==> config.mk <==
export PLATFORM = sky130hd
export DESIGN_NAME = interp_upsampler_flat
export DESIGN_NICKNAME = d
export VERILOG_FILES = /design/src/rtl/interp_upsampler_if.sv /design/src/rtl/interp_upsampler.sv /design/src/flat_wrapper.sv
export SDC_FILE = /design/constraint.sdc
export NUM_CORES = 1
export LEC_CHECK = 0
export ABC_AREA = 1
export CAP_MARGIN = 0
export CORE_ASPECT_RATIO = 0.75
export CORE_UTILIZATION = 59
export DETAILED_ROUTE_END_ITERATION = 8
export PLACE_DENSITY = 0.77
export SLEW_MARGIN = 5
export SYNTH_ARGS = -nofsm -noshare
export SYNTH_HDL_FRONTEND = slang
export SYNTH_SLANG_ARGS = --single-unit
==> constraint.sdc <==
create_clock -name clk -period 5.8 [get_ports clk]
set_clock_uncertainty 0.05 [all_clocks]
set_input_delay 0.87 -clock clk [delete_from_list [all_inputs] [get_ports clk]]
set_output_delay 0.87 -clock clk [all_outputs]
set_load 0.02 [all_outputs]
==> src/rtl/interp_upsampler_if.sv <==
// Signal bundle between the upstream sample FIFO / mode control and the
// interpolating upsampler that feeds the DAC data path.
interface interp_upsampler_if #(
  parameter int DATA_WIDTH = 14
);
  logic                         ena;        // FIFO above-half flag, start condition
  logic                         empty;      // FIFO empty flag
  logic [1:0]                   mode;       // 0 bypass, 1 zero-stuff, 2 hold, 3 linear
  logic                         rd_en;      // FIFO read enable (read latency 1)
  logic signed [DATA_WIDTH-1:0] dataIn;     // FIFO read data
  logic signed [DATA_WIDTH-1:0] inter_data; // interpolated output sample
  logic                         out_valid;  // inter_data qualifier
  logic                         underflow;  // sticky underflow flag

  // Environment side: drives FIFO flags, FIFO data and mode; observes outputs.
  modport master (
    output ena, empty, mode, dataIn,
    input  rd_en, inter_data, out_valid, underflow
  );

  // Upsampler side.
  modport slave (
    input  ena, empty, mode, dataIn,
    output rd_en, inter_data, out_valid, underflow
  );
endinterface

==> src/rtl/interp_upsampler.sv <==
// Interpolating upsampler: reads signed samples from a FIFO and emits one
// output sample per clock at L = 2^FACTOR_LOG2 times the input rate, using
// bypass, zero-stuff, hold or linear interpolation. Detects FIFO underflow
// (sticky) and qualifies the output stream with out_valid.
module interp_upsampler #(
  parameter int DATA_WIDTH  = 14,
  parameter int FACTOR_LOG2 = 2
) (
  input  logic              clk,
  input  logic              rst_n,
  interp_upsampler_if.slave bus
);

  localparam int PW     = FACTOR_LOG2;
  localparam int PROD_W = DATA_WIDTH + 1 + FACTOR_LOG2;

  typedef enum logic {
    S_IDLE,
    S_RUN
  } state_e;

  typedef enum logic [1:0] {
    M_BYPASS = 2'd0,
    M_ZERO   = 2'd1,
    M_HOLD   = 2'd2,
    M_LINEAR = 2'd3
  } mode_e;

  // Control state
  state_e                       state_q, state_d;
  mode_e                        mode_q, mode_d;
  logic [PW-1:0]                phase_q, phase_d;
  logic                         underflow_q, underflow_d;

  // Capture stage
  logic                         vld_q;
  logic signed [DATA_WIDTH-1:0] x_prev_q, x_prev_d;
  logic signed [DATA_WIDTH-1:0] x_cur_q, x_cur_d;

  // Output stage
  logic [PW-1:0]                k_q, k_d;
  logic                         seg_q, seg_d;
  logic signed [DATA_WIDTH-1:0] inter_q, inter_d;
  logic                         out_valid_q, out_valid_d;

  // Decoded strobes
  logic [PW-1:0]                last_idx;
  logic                         start;
  logic                         slot;
  logic                         rd_en;
  logic                         underrun;

  // Linear interpolation datapath
  logic signed [DATA_WIDTH:0]   diff;
  logic signed [PROD_W-1:0]     diff_ext;
  logic signed [PROD_W-1:0]     k_ext;
  logic signed [PROD_W-1:0]     x_prev_ext;
  logic signed [PROD_W-1:0]     prod;
  logic signed [DATA_WIDTH-1:0] lin_val;

  // Leff-1: a single output per sample in bypass, L-1 (all ones) otherwise.
  assign last_idx = (mode_q == M_BYPASS) ? '0 : '1;

  assign start    = (state_q == S_IDLE) & bus.ena & ~bus.empty;
  assign slot     = (state_q == S_RUN) & (phase_q == '0);
  assign rd_en    = slot & ~bus.empty;
  assign underrun = slot & bus.empty;

  // Linear step: the difference needs one extra bit, the product FACTOR_LOG2
  // more; the arithmetic shift floors. The sum always lies between x_prev and
  // x_cur, so narrowing back to DATA_WIDTH cannot overflow.
  assign diff       = {x_cur_q[DATA_WIDTH-1], x_cur_q} - {x_prev_q[DATA_WIDTH-1], x_prev_q};
  assign diff_ext   = {{FACTOR_LOG2{diff[DATA_WIDTH]}}, diff};
  assign k_ext      = {{(DATA_WIDTH+1){1'b0}}, k_q};
  assign x_prev_ext = {{(FACTOR_LOG2+1){x_prev_q[DATA_WIDTH-1]}}, x_prev_q};
  assign prod       = diff_ext * k_ext;
  assign lin_val    = DATA_WIDTH'(x_prev_ext + (prod >>> FACTOR_LOG2));

  // FSM next state: start on above-half with data, leave RUN only on underflow.
  always_comb begin
    // NOTE: every variable gets its hold value first so no path through the
    // block leaves it unassigned, which would infer a latch.
    state_d     = state_q;
    mode_d      = mode_q;
    phase_d     = phase_q;
    underflow_d = underflow_q;
    case (state_q)
      S_IDLE: begin
        phase_d = '0;
        if (start) begin
          state_d = S_RUN;
          mode_d  = mode_e'(bus.mode);
        end
      end
      S_RUN: begin
        if (underrun) begin
          state_d     = S_IDLE;
          phase_d     = '0;
          underflow_d = 1'b1;
        end else if (phase_q == last_idx) begin
          phase_d = '0;
        end else begin
          phase_d = phase_q + PW'(1);
        end
      end
      default: state_d = S_IDLE;
    endcase
  end

  // FSM state register.
  always_ff @(posedge clk or negedge rst_n) begin
    // NOTE: non-blocking assignments so every register samples the values
    // from before the edge, independent of statement order.
    if (!rst_n) begin
      state_q     <= S_IDLE;
      mode_q      <= M_BYPASS;
      phase_q     <= '0;
      underflow_q <= 1'b0;
    end else begin
      state_q     <= state_d;
      mode_q      <= mode_d;
      phase_q     <= phase_d;
      underflow_q <= underflow_d;
    end
  end

  // Sample capture: a fresh run ramps from zero; otherwise shift in the new sample.
  always_comb begin
    x_prev_d = x_prev_q;
    x_cur_d  = x_cur_q;
    if (start) begin
      x_prev_d = '0;
      x_cur_d  = '0;
    end else if (vld_q) begin
      x_prev_d = x_cur_q;
      x_cur_d  = bus.dataIn;
    end
  end

  // Segment sequencing: each captured sample opens a segment of Leff outputs.
  always_comb begin
    k_d   = '0;
    seg_d = 1'b0;
    if (vld_q) begin
      seg_d = 1'b1;
    end else if (seg_q && (k_q != last_idx)) begin
      k_d   = k_q + PW'(1);
      seg_d = 1'b1;
    end
  end

  // Output sample selection; outside a segment the output rests at zero.
  always_comb begin
    inter_d     = '0;
    out_valid_d = seg_q;
    if (seg_q) begin
      case (mode_q)
        M_ZERO:   inter_d = (k_q == '0) ? x_cur_q : '0;
        M_LINEAR: inter_d = lin_val;
        default:  inter_d = x_cur_q;
      endcase
    end
  end

  // Datapath registers.
  always_ff @(posedge clk or negedge rst_n) begin
    if (!rst_n) begin
      vld_q       <= 1'b0;
      x_prev_q    <= '0;
      x_cur_q     <= '0;
      k_q         <= '0;
      seg_q       <= 1'b0;
      inter_q     <= '0;
      out_valid_q <= 1'b0;
    end else begin
      vld_q       <= rd_en;
      x_prev_q    <= x_prev_d;
      x_cur_q     <= x_cur_d;
      k_q         <= k_d;
      seg_q       <= seg_d;
      inter_q     <= inter_d;
      out_valid_q <= out_valid_d;
    end
  end

  assign bus.rd_en      = rd_en;
  assign bus.inter_data = inter_q;
  assign bus.out_valid  = out_valid_q;
  assign bus.underflow  = underflow_q;

endmodule

==> src/flat_wrapper.sv <==
// flat-port wrapper written by rule: the top's interface ports become plain ports
module interp_upsampler_flat 
#(
  parameter int DATA_WIDTH  = 14,
  parameter int FACTOR_LOG2 = 2
)
  (clk, rst_n, bus_ena, bus_empty, bus_mode, bus_dataIn, bus_rd_en, bus_inter_data, bus_out_valid, bus_underflow);
  interp_upsampler_if #(.DATA_WIDTH(DATA_WIDTH)) bus_i ();
  input  logic clk;
  input  logic rst_n;
  input wire logic [$bits(bus_i.ena)-1:0] bus_ena;
  input wire logic [$bits(bus_i.empty)-1:0] bus_empty;
  input wire logic [$bits(bus_i.mode)-1:0] bus_mode;
  input wire logic [$bits(bus_i.dataIn)-1:0] bus_dataIn;
  output wire logic [$bits(bus_i.rd_en)-1:0] bus_rd_en;
  output wire logic [$bits(bus_i.inter_data)-1:0] bus_inter_data;
  output wire logic [$bits(bus_i.out_valid)-1:0] bus_out_valid;
  output wire logic [$bits(bus_i.underflow)-1:0] bus_underflow;
  assign bus_i.ena = bus_ena;
  assign bus_i.empty = bus_empty;
  assign bus_i.mode = bus_mode;
  assign bus_i.dataIn = bus_dataIn;
  assign bus_rd_en = bus_i.rd_en;
  assign bus_inter_data = bus_i.inter_data;
  assign bus_out_valid = bus_i.out_valid;
  assign bus_underflow = bus_i.underflow;
  interp_upsampler #(.DATA_WIDTH(DATA_WIDTH), .FACTOR_LOG2(FACTOR_LOG2)) u_core (.clk(clk), .rst_n(rst_n), .bus(bus_i));
endmodule
==> reports/qor.yml, run 1 <==
antenna_found_initial: 0
gp_congestion: 0.949
max_stage_delay_ns: 0.42
synth_top_family_by_area: "simple AND/OR/NAND/NOR gates"
worst_slew_pin_slew_ns: 1.07
synth_compound_area_share_pct: 17.2
hold_viol_final: 0
setup_tns_ns: 0
vias: 3930
synth_xor_area_share_pct: 5.65
die-height_um: 76.3
clkTransAtPathRegs_ns: 0.11
rsz0062_at_grt: "no"
maxCapViolations: 0
fmax_ghz: 0.205
gr-total-overflow: 0
top_layer_used: "met4"
cp-end-kind: "register"
wl_met2_mm: 4.51
yosys.area_share.simple_pct: 18.1
die_area_mm2: 0.00771
synth_nets: 669
routed_via_density: 5.43
worst_hold_path_type: "register to register"
area_growth_pct: 12.7
antenna_cells: 0
ys_types: 33
setup_viol: 0
crit_arrival_ns: 5.01
numCtsBuffers: 5
first_pass_iters: 5
wl_met3_um: 845
fin_cells: 724
grt_pass1_vias: 3726
routed_wl_mm: 10.8
worstPathRequired_ns: 5.94
placed_area_mm2: 0.00479
place_inst: 716
clockRootBuffer: "clkbuf_8"
cts_sinks: 53
yosys_register_bits: 53
clk_latency_ns: 0.31
slew_headroom_pct: 28.5
rows: 26
m1WireLength_mm: 5.39
critical-path-top-delay-family: "adder cells"
cp_max_fo: 5
cts_tree: "yes"
synthMuxAreaShare_pct: 0
synth_top_area_cell: "dfrtp_1"
io_pins: 37
htreeDepth: 2
grt_first_pass_wirelength_mm: 17.9
postLayoutCellArea_mm2: 0.00489
fin_crit_sh_pct: 83.9
slowest_stage: "fa_1"
drcViolationCount: 0
wl_per_cell_um: 14.9
slew_violations: 0
syn_area_mm2: 0.00434
cp_cell_sequence: "inv_1, ha_1, fa_1, inv_1, nand2_1, nand3_2, xnor2_1, nor2_1, ha_1, ha_1, a21oi_1, inv_1, a31oi_1, o21bai_1, xor2_1, ha_1, a21oi_1, o21ai_0, a21oi_1, inv_1, a31oi_1, xor2_1, a21oi_1"
avgSynthCellArea_um2: 7.34
cts_hold_buf: 0
ctsLongestPathBuffers: 2
path_class: "register to register"
n_fill_cell: 638
nets: 703
cp_num_buf_inv: 4
start_kind: "register"
drtIter0Drc: 245
start_util_pct: 62.3
drtAntennaViolNets: 0
core-area_mm2: 0.00696
grt_max_degree: 54
port-buffer-count: 36
place_hpwl_mm: 8.32
yosys-top-cells-area: "dfrtp_1 31%, ha_1 16%, inv_1 10%"
fin_crit_ns: 4.87
cts_resized: 0
grt_usage_pct: 29.9
yosysWarnings: 0
rrSetupSlack_ns: 0.93
synthAdderAreaFrac_pct: 17.2
status: "completed"
post_cts_buffers: 0
synth_top_cell_area_share_pct: 30.6
yosysSeqAreaShare_pct: 30.6
drive_gt1_share_pct: 3.51
fp.dieW_um: 101
synth_cells: 591
## per-stage QoR
step / utilization, % / hold slack, ns / setup slack [ns]
5_1_grt: 70.3 / 0.438 / 0.408
3_5_place_dp: 68.9 / 0.378 / 0.997
4_1_cts: 70.3 / 0.398 / 0.951
6_report: 70.3 / 0.402 / 0.932
3_3_place_gp: 68.9 / 0.375 / 1.07
2_1_floorplan: - / 0.359 / 1.59
## registers in the layout (all words and copies together) (netlist names)
signal / count
u_core.bus.inter_data: 14
u_core.bus.underflow: 1
u_core.x_prev_q: 14
u_core.mode_q: 2
u_core.k_q: 2
u_core.out_valid_d: 1
u_core.x_cur_q: 14
u_core.state_q: 1
u_core.phase_q: 2
u_core.bus.out_valid: 1
u_core.vld_q: 1
## worst paths after layout
| path | cells past startpoint | endpoint | startpoint |
|---|---|---|---|
| max | 23 | u_core.bus.inter_data[10] | u_core.x_cur_q[0] |
| min | 1 | u_core.phase_q[0] | u_core.phase_q[0] |
| max reg2reg | 23 | u_core.bus.inter_data[10] | u_core.x_cur_q[0] |
| min reg2reg | 1 | u_core.phase_q[0] | u_core.phase_q[0] |
| max in group asynchronous | 2 | u_core.k_q[0] | rst_n |
| min in group asynchronous | 2 | u_core.x_cur_q[3] | rst_n |
## cell usage after synthesis
cell type and n:
clkbuf_1 9, nor2_1 84, nand4_1 3, o31ai_1 1, nand2_1 77, a21oi_1 51, xor2_1 23, clkinv_1 1
o31ai_2 1, a31oi_1 34, a21o_1 1, dfrtp_1 53, a211oi_1 5, buf_1 1, nand3_1 19, o21bai_1 5
o21a_1 1, or2_2 1, ha_1 55, inv_1 116, fa_1 3, nor2_2 1, o21ai_2 2, a31o_2 1
nor4_1 2, o21ai_0 25, o211ai_1 1, buf_2 2, nand3_2 1, a21boi_2 1, nand2_2 2, nor3_1 4
xnor2_1 5
## cell type report
type,count,area (um^2),share of cell area (%)
clock buffers,6,82.6,1.69
inverters,117,439,8.98
multi-input cells,409,2530,51.7
well taps,98,123,2.51
flip-flops and latches,53,1330,27.1
clock inverters,2,16.3,0.332
repair buffers,39,378,7.72
## placed cells by master (no fill, tap or decap), types with 4 or more instances in the layout
cell type	synthesis	routed
a211oi_1	5	5
a21oi_1	51	51
a31oi_1	34	34
clkbuf_8	0	6
clkdlybuf4s50_1	0	35
dfrtp_1	53	53
ha_1	55	55
inv_1	116	116
nand2_1	77	77
nand3_1	19	19
nor2_1	84	84
nor3_1	4	4
o21ai_0	25	25
o21bai_1	5	5
xnor2_1	5	5
xor2_1	23	23
## kinds of logic after synthesis
group	after synthesis
xor+xnor	28
compound gates	129
simple gates	194
fa+ha+maj	58
flops	53
buf+inv	129
## routing by layer
| metal | up-vias | GRT usage [%] |
|---|---|---|
| met5 | - | 0 |
| met4 | 0 | 4.35 |
| met3 | 5 | 3.39 |
| met2 | 111 | 44.7 |
| met1 | 1823 | 47.1 |
| li1 | 1991 | - |
Power of run 1 is left out: the tool's default activity adds up to more than one toggle a clock period on the data nets, which glitch-free logic cannot reach.
==> inputs of run 2 (changes only) <==
- CORE_UTILIZATION: 59 -> 53
- PLACE_DENSITY: 0.77 -> 0.73
- clock period: 5.8 -> 4 ns (I/O delays scaled with it)
==> reports/qor.yml, run 2 (same netlist as run 1, synthesis figures left out) <==
cts_sinks: 53  # unchanged
maxCapViolations: 0  # unchanged
crit_arrival_ns: 4.81  # -0.20 ns
drtIter0Drc: 439  # +79%
cp_max_fo: 3  # -2
die_area_mm2: 0.00856  # +11%
fin_crit_sh_pct: 116  # +32 points
port-buffer-count: 36  # unchanged
routed_via_density: 5.87  # +8.1%
clockRootBuffer: "clkbuf_8"
worst_slew_pin_slew_ns: 1.11  # +0.0394 ns
final_util_pct: 82.4  # +12 points
area_growth_pct: 50.4
grt_max_degree: 54  # unchanged
ctsLongestPathBuffers: 2  # unchanged
placed_area_mm2: 0.00556  # +16%
fp.dieW_um: 106  # +5.4%
clkTransAtPathRegs_ns: 0.11  # about the same
slew_violations: 0  # unchanged
postLayoutCellArea_mm2: 0.00653  # +33%
fin_crit_ns: 4.64  # -0.224 ns
r2r_cells: 27  # +17%
start_kind: "register"
core-area_mm2: 0.00792  # +14%
start_util_pct: 54.8  # -7.5 points
hold-worst-slack_ns: 0.356  # -0.0462 ns
worst_slack_ns: -0.644  # -1.58 ns
numCtsBuffers: 5  # unchanged
cp-end-kind: "register"
gr-total-overflow: 0  # unchanged
slew_headroom_pct: 25.8  # -2.6 points
violations: "setup timing"
cts_tree: "yes"
setup_viol: 10  # +10
htreeDepth: 2  # unchanged
layout_commonest_cell: "buf_4"
vias: 4989  # +27%
drive_gt1_share_pct: 32.5  # +29 points
worstPathRequired_ns: 4.16  # -1.78 ns
layout_common_cells: "117 x buf_4, 105 x inv_1, 80 x nor2_1"
io_pins: 37  # unchanged
place_hpwl_mm: 9.23  # +11%
rsz0062_at_grt: "yes"
path_class: "register to register"
cts_hold_buf: 0  # unchanged
rows: 28  # +7.7%
antenna_found_initial: 0  # unchanged
gp_congestion: 0.942  # -0.77%
die-height_um: 80.4  # +5.4%
status: "finished, violations left"
drtAntennaViolNets: 0  # unchanged
worst_hold_path_type: "primary input to asynchronous set/reset pin"
antenna_cells: 0  # unchanged
clk_latency_ns: 0.32  # about the same
n_fill_cell: 455  # -29%
grt_pass1_vias: 4696  # +26%
nets: 823  # +17%
fmax_ghz: 0.215  # +4.8%
hold_viol_final: 0  # unchanged
grt_usage_pct: 31.7  # +1.8 points
first_pass_iters: 5  # unchanged
drcViolationCount: 0  # unchanged
wl_per_cell_um: 18.1  # +22%
grt_first_pass_wirelength_mm: 21.3  # +19%
routed_wl_mm: 15.4  # +43%
## run 2: cell types whose count changed in the layout (fill, tap and decap cells not counted), moves of 12 or more
cell and change:
buf_4 +114, a21oi_1 -22, a21oi_2 +18, ha_1 -17, ha_4 +16, o21ai_0 -12
## run 2: routing by layer
metal  wire length [um]  vias up  GRT usage, %
li1                   -     2227             -
met1               5800     2343          37.6
met2               7610      300          59.8
met3               1060      119          3.98
met4                958        0          10.1
met5                  0        -             0
## run 2: stage by stage
stage	setup WS [ns]	std cells	setup TNS, ns
after floorplan	-0.0512	591	-0.0512
after global placement	-0.409	814	-1.97
after detailed placement	-0.566	814	-3.21
after CTS	-0.354	839	-1.34
after global routing	-0.836	850	-5.27
final	-0.644	850	-3.90
## run 2: path summary, 6_finish.rpt
kind,slack [ns],startpoint,endpoint
setup / recovery,-0.64,u_core.x_prev_q[2],u_core.bus.inter_data[11]
max in group asynchronous,3.02,rst_n,u_core.x_cur_q[4]
min in group clk,0.42,u_core.phase_q[0],u_core.phase_q[0]
hold / removal,0.36,rst_n,u_core.x_prev_q[13]
setup reg to reg,-0.64,u_core.x_prev_q[2],u_core.bus.inter_data[11]
hold reg to reg,0.42,u_core.phase_q[0],u_core.phase_q[0]
## run 2: layout make-up
type,count,area (um^2),area share (%)
sequential,53,1330,20.3
clock buffer,6,82.6,1.27
tap,105,131,2.01
timing repair buffer,159,1300,19.9
clock inverter,1,7.51,0.115
multi-input combinational,409,3240,49.6
inverter,117,439,6.73
## run 2: worst max-delay path, stage by stage (launching register included)
cell and delay (ns):
dfrtp_1 0.40, inv_2 0.09, ha_4 0.22, a21oi_2 0.15, nand2_1 0.09, nand2_1 0.06, nand2_1 0.06, nand2_2 0.13
o21ai_4 0.08, a21boi_2 0.19, xor2_1 0.24, nor2_1 0.11, ha_1 0.34, ha_4 0.30, nand2_4 0.06, nor3_4 0.19
a21oi_2 0.10, buf_4 0.15, xor2_2 0.17, ha_1 0.34, a21oi_2 0.14, o21a_1 0.19, nand3_4 0.13, a31o_4 0.24
a21oi_2 0.13, o21ai_1 0.10, nand3_1 0.07, inv_1 0.04
## run 2: what timing repair did
action,in CTS,in global routing
gates resized for setup,69,58
buffers inserted,19,14
pin swaps,60,65
hold endpoints to repair,0,0
setup endpoints to repair,9,10
Power of run 2 is left out for the same reason.
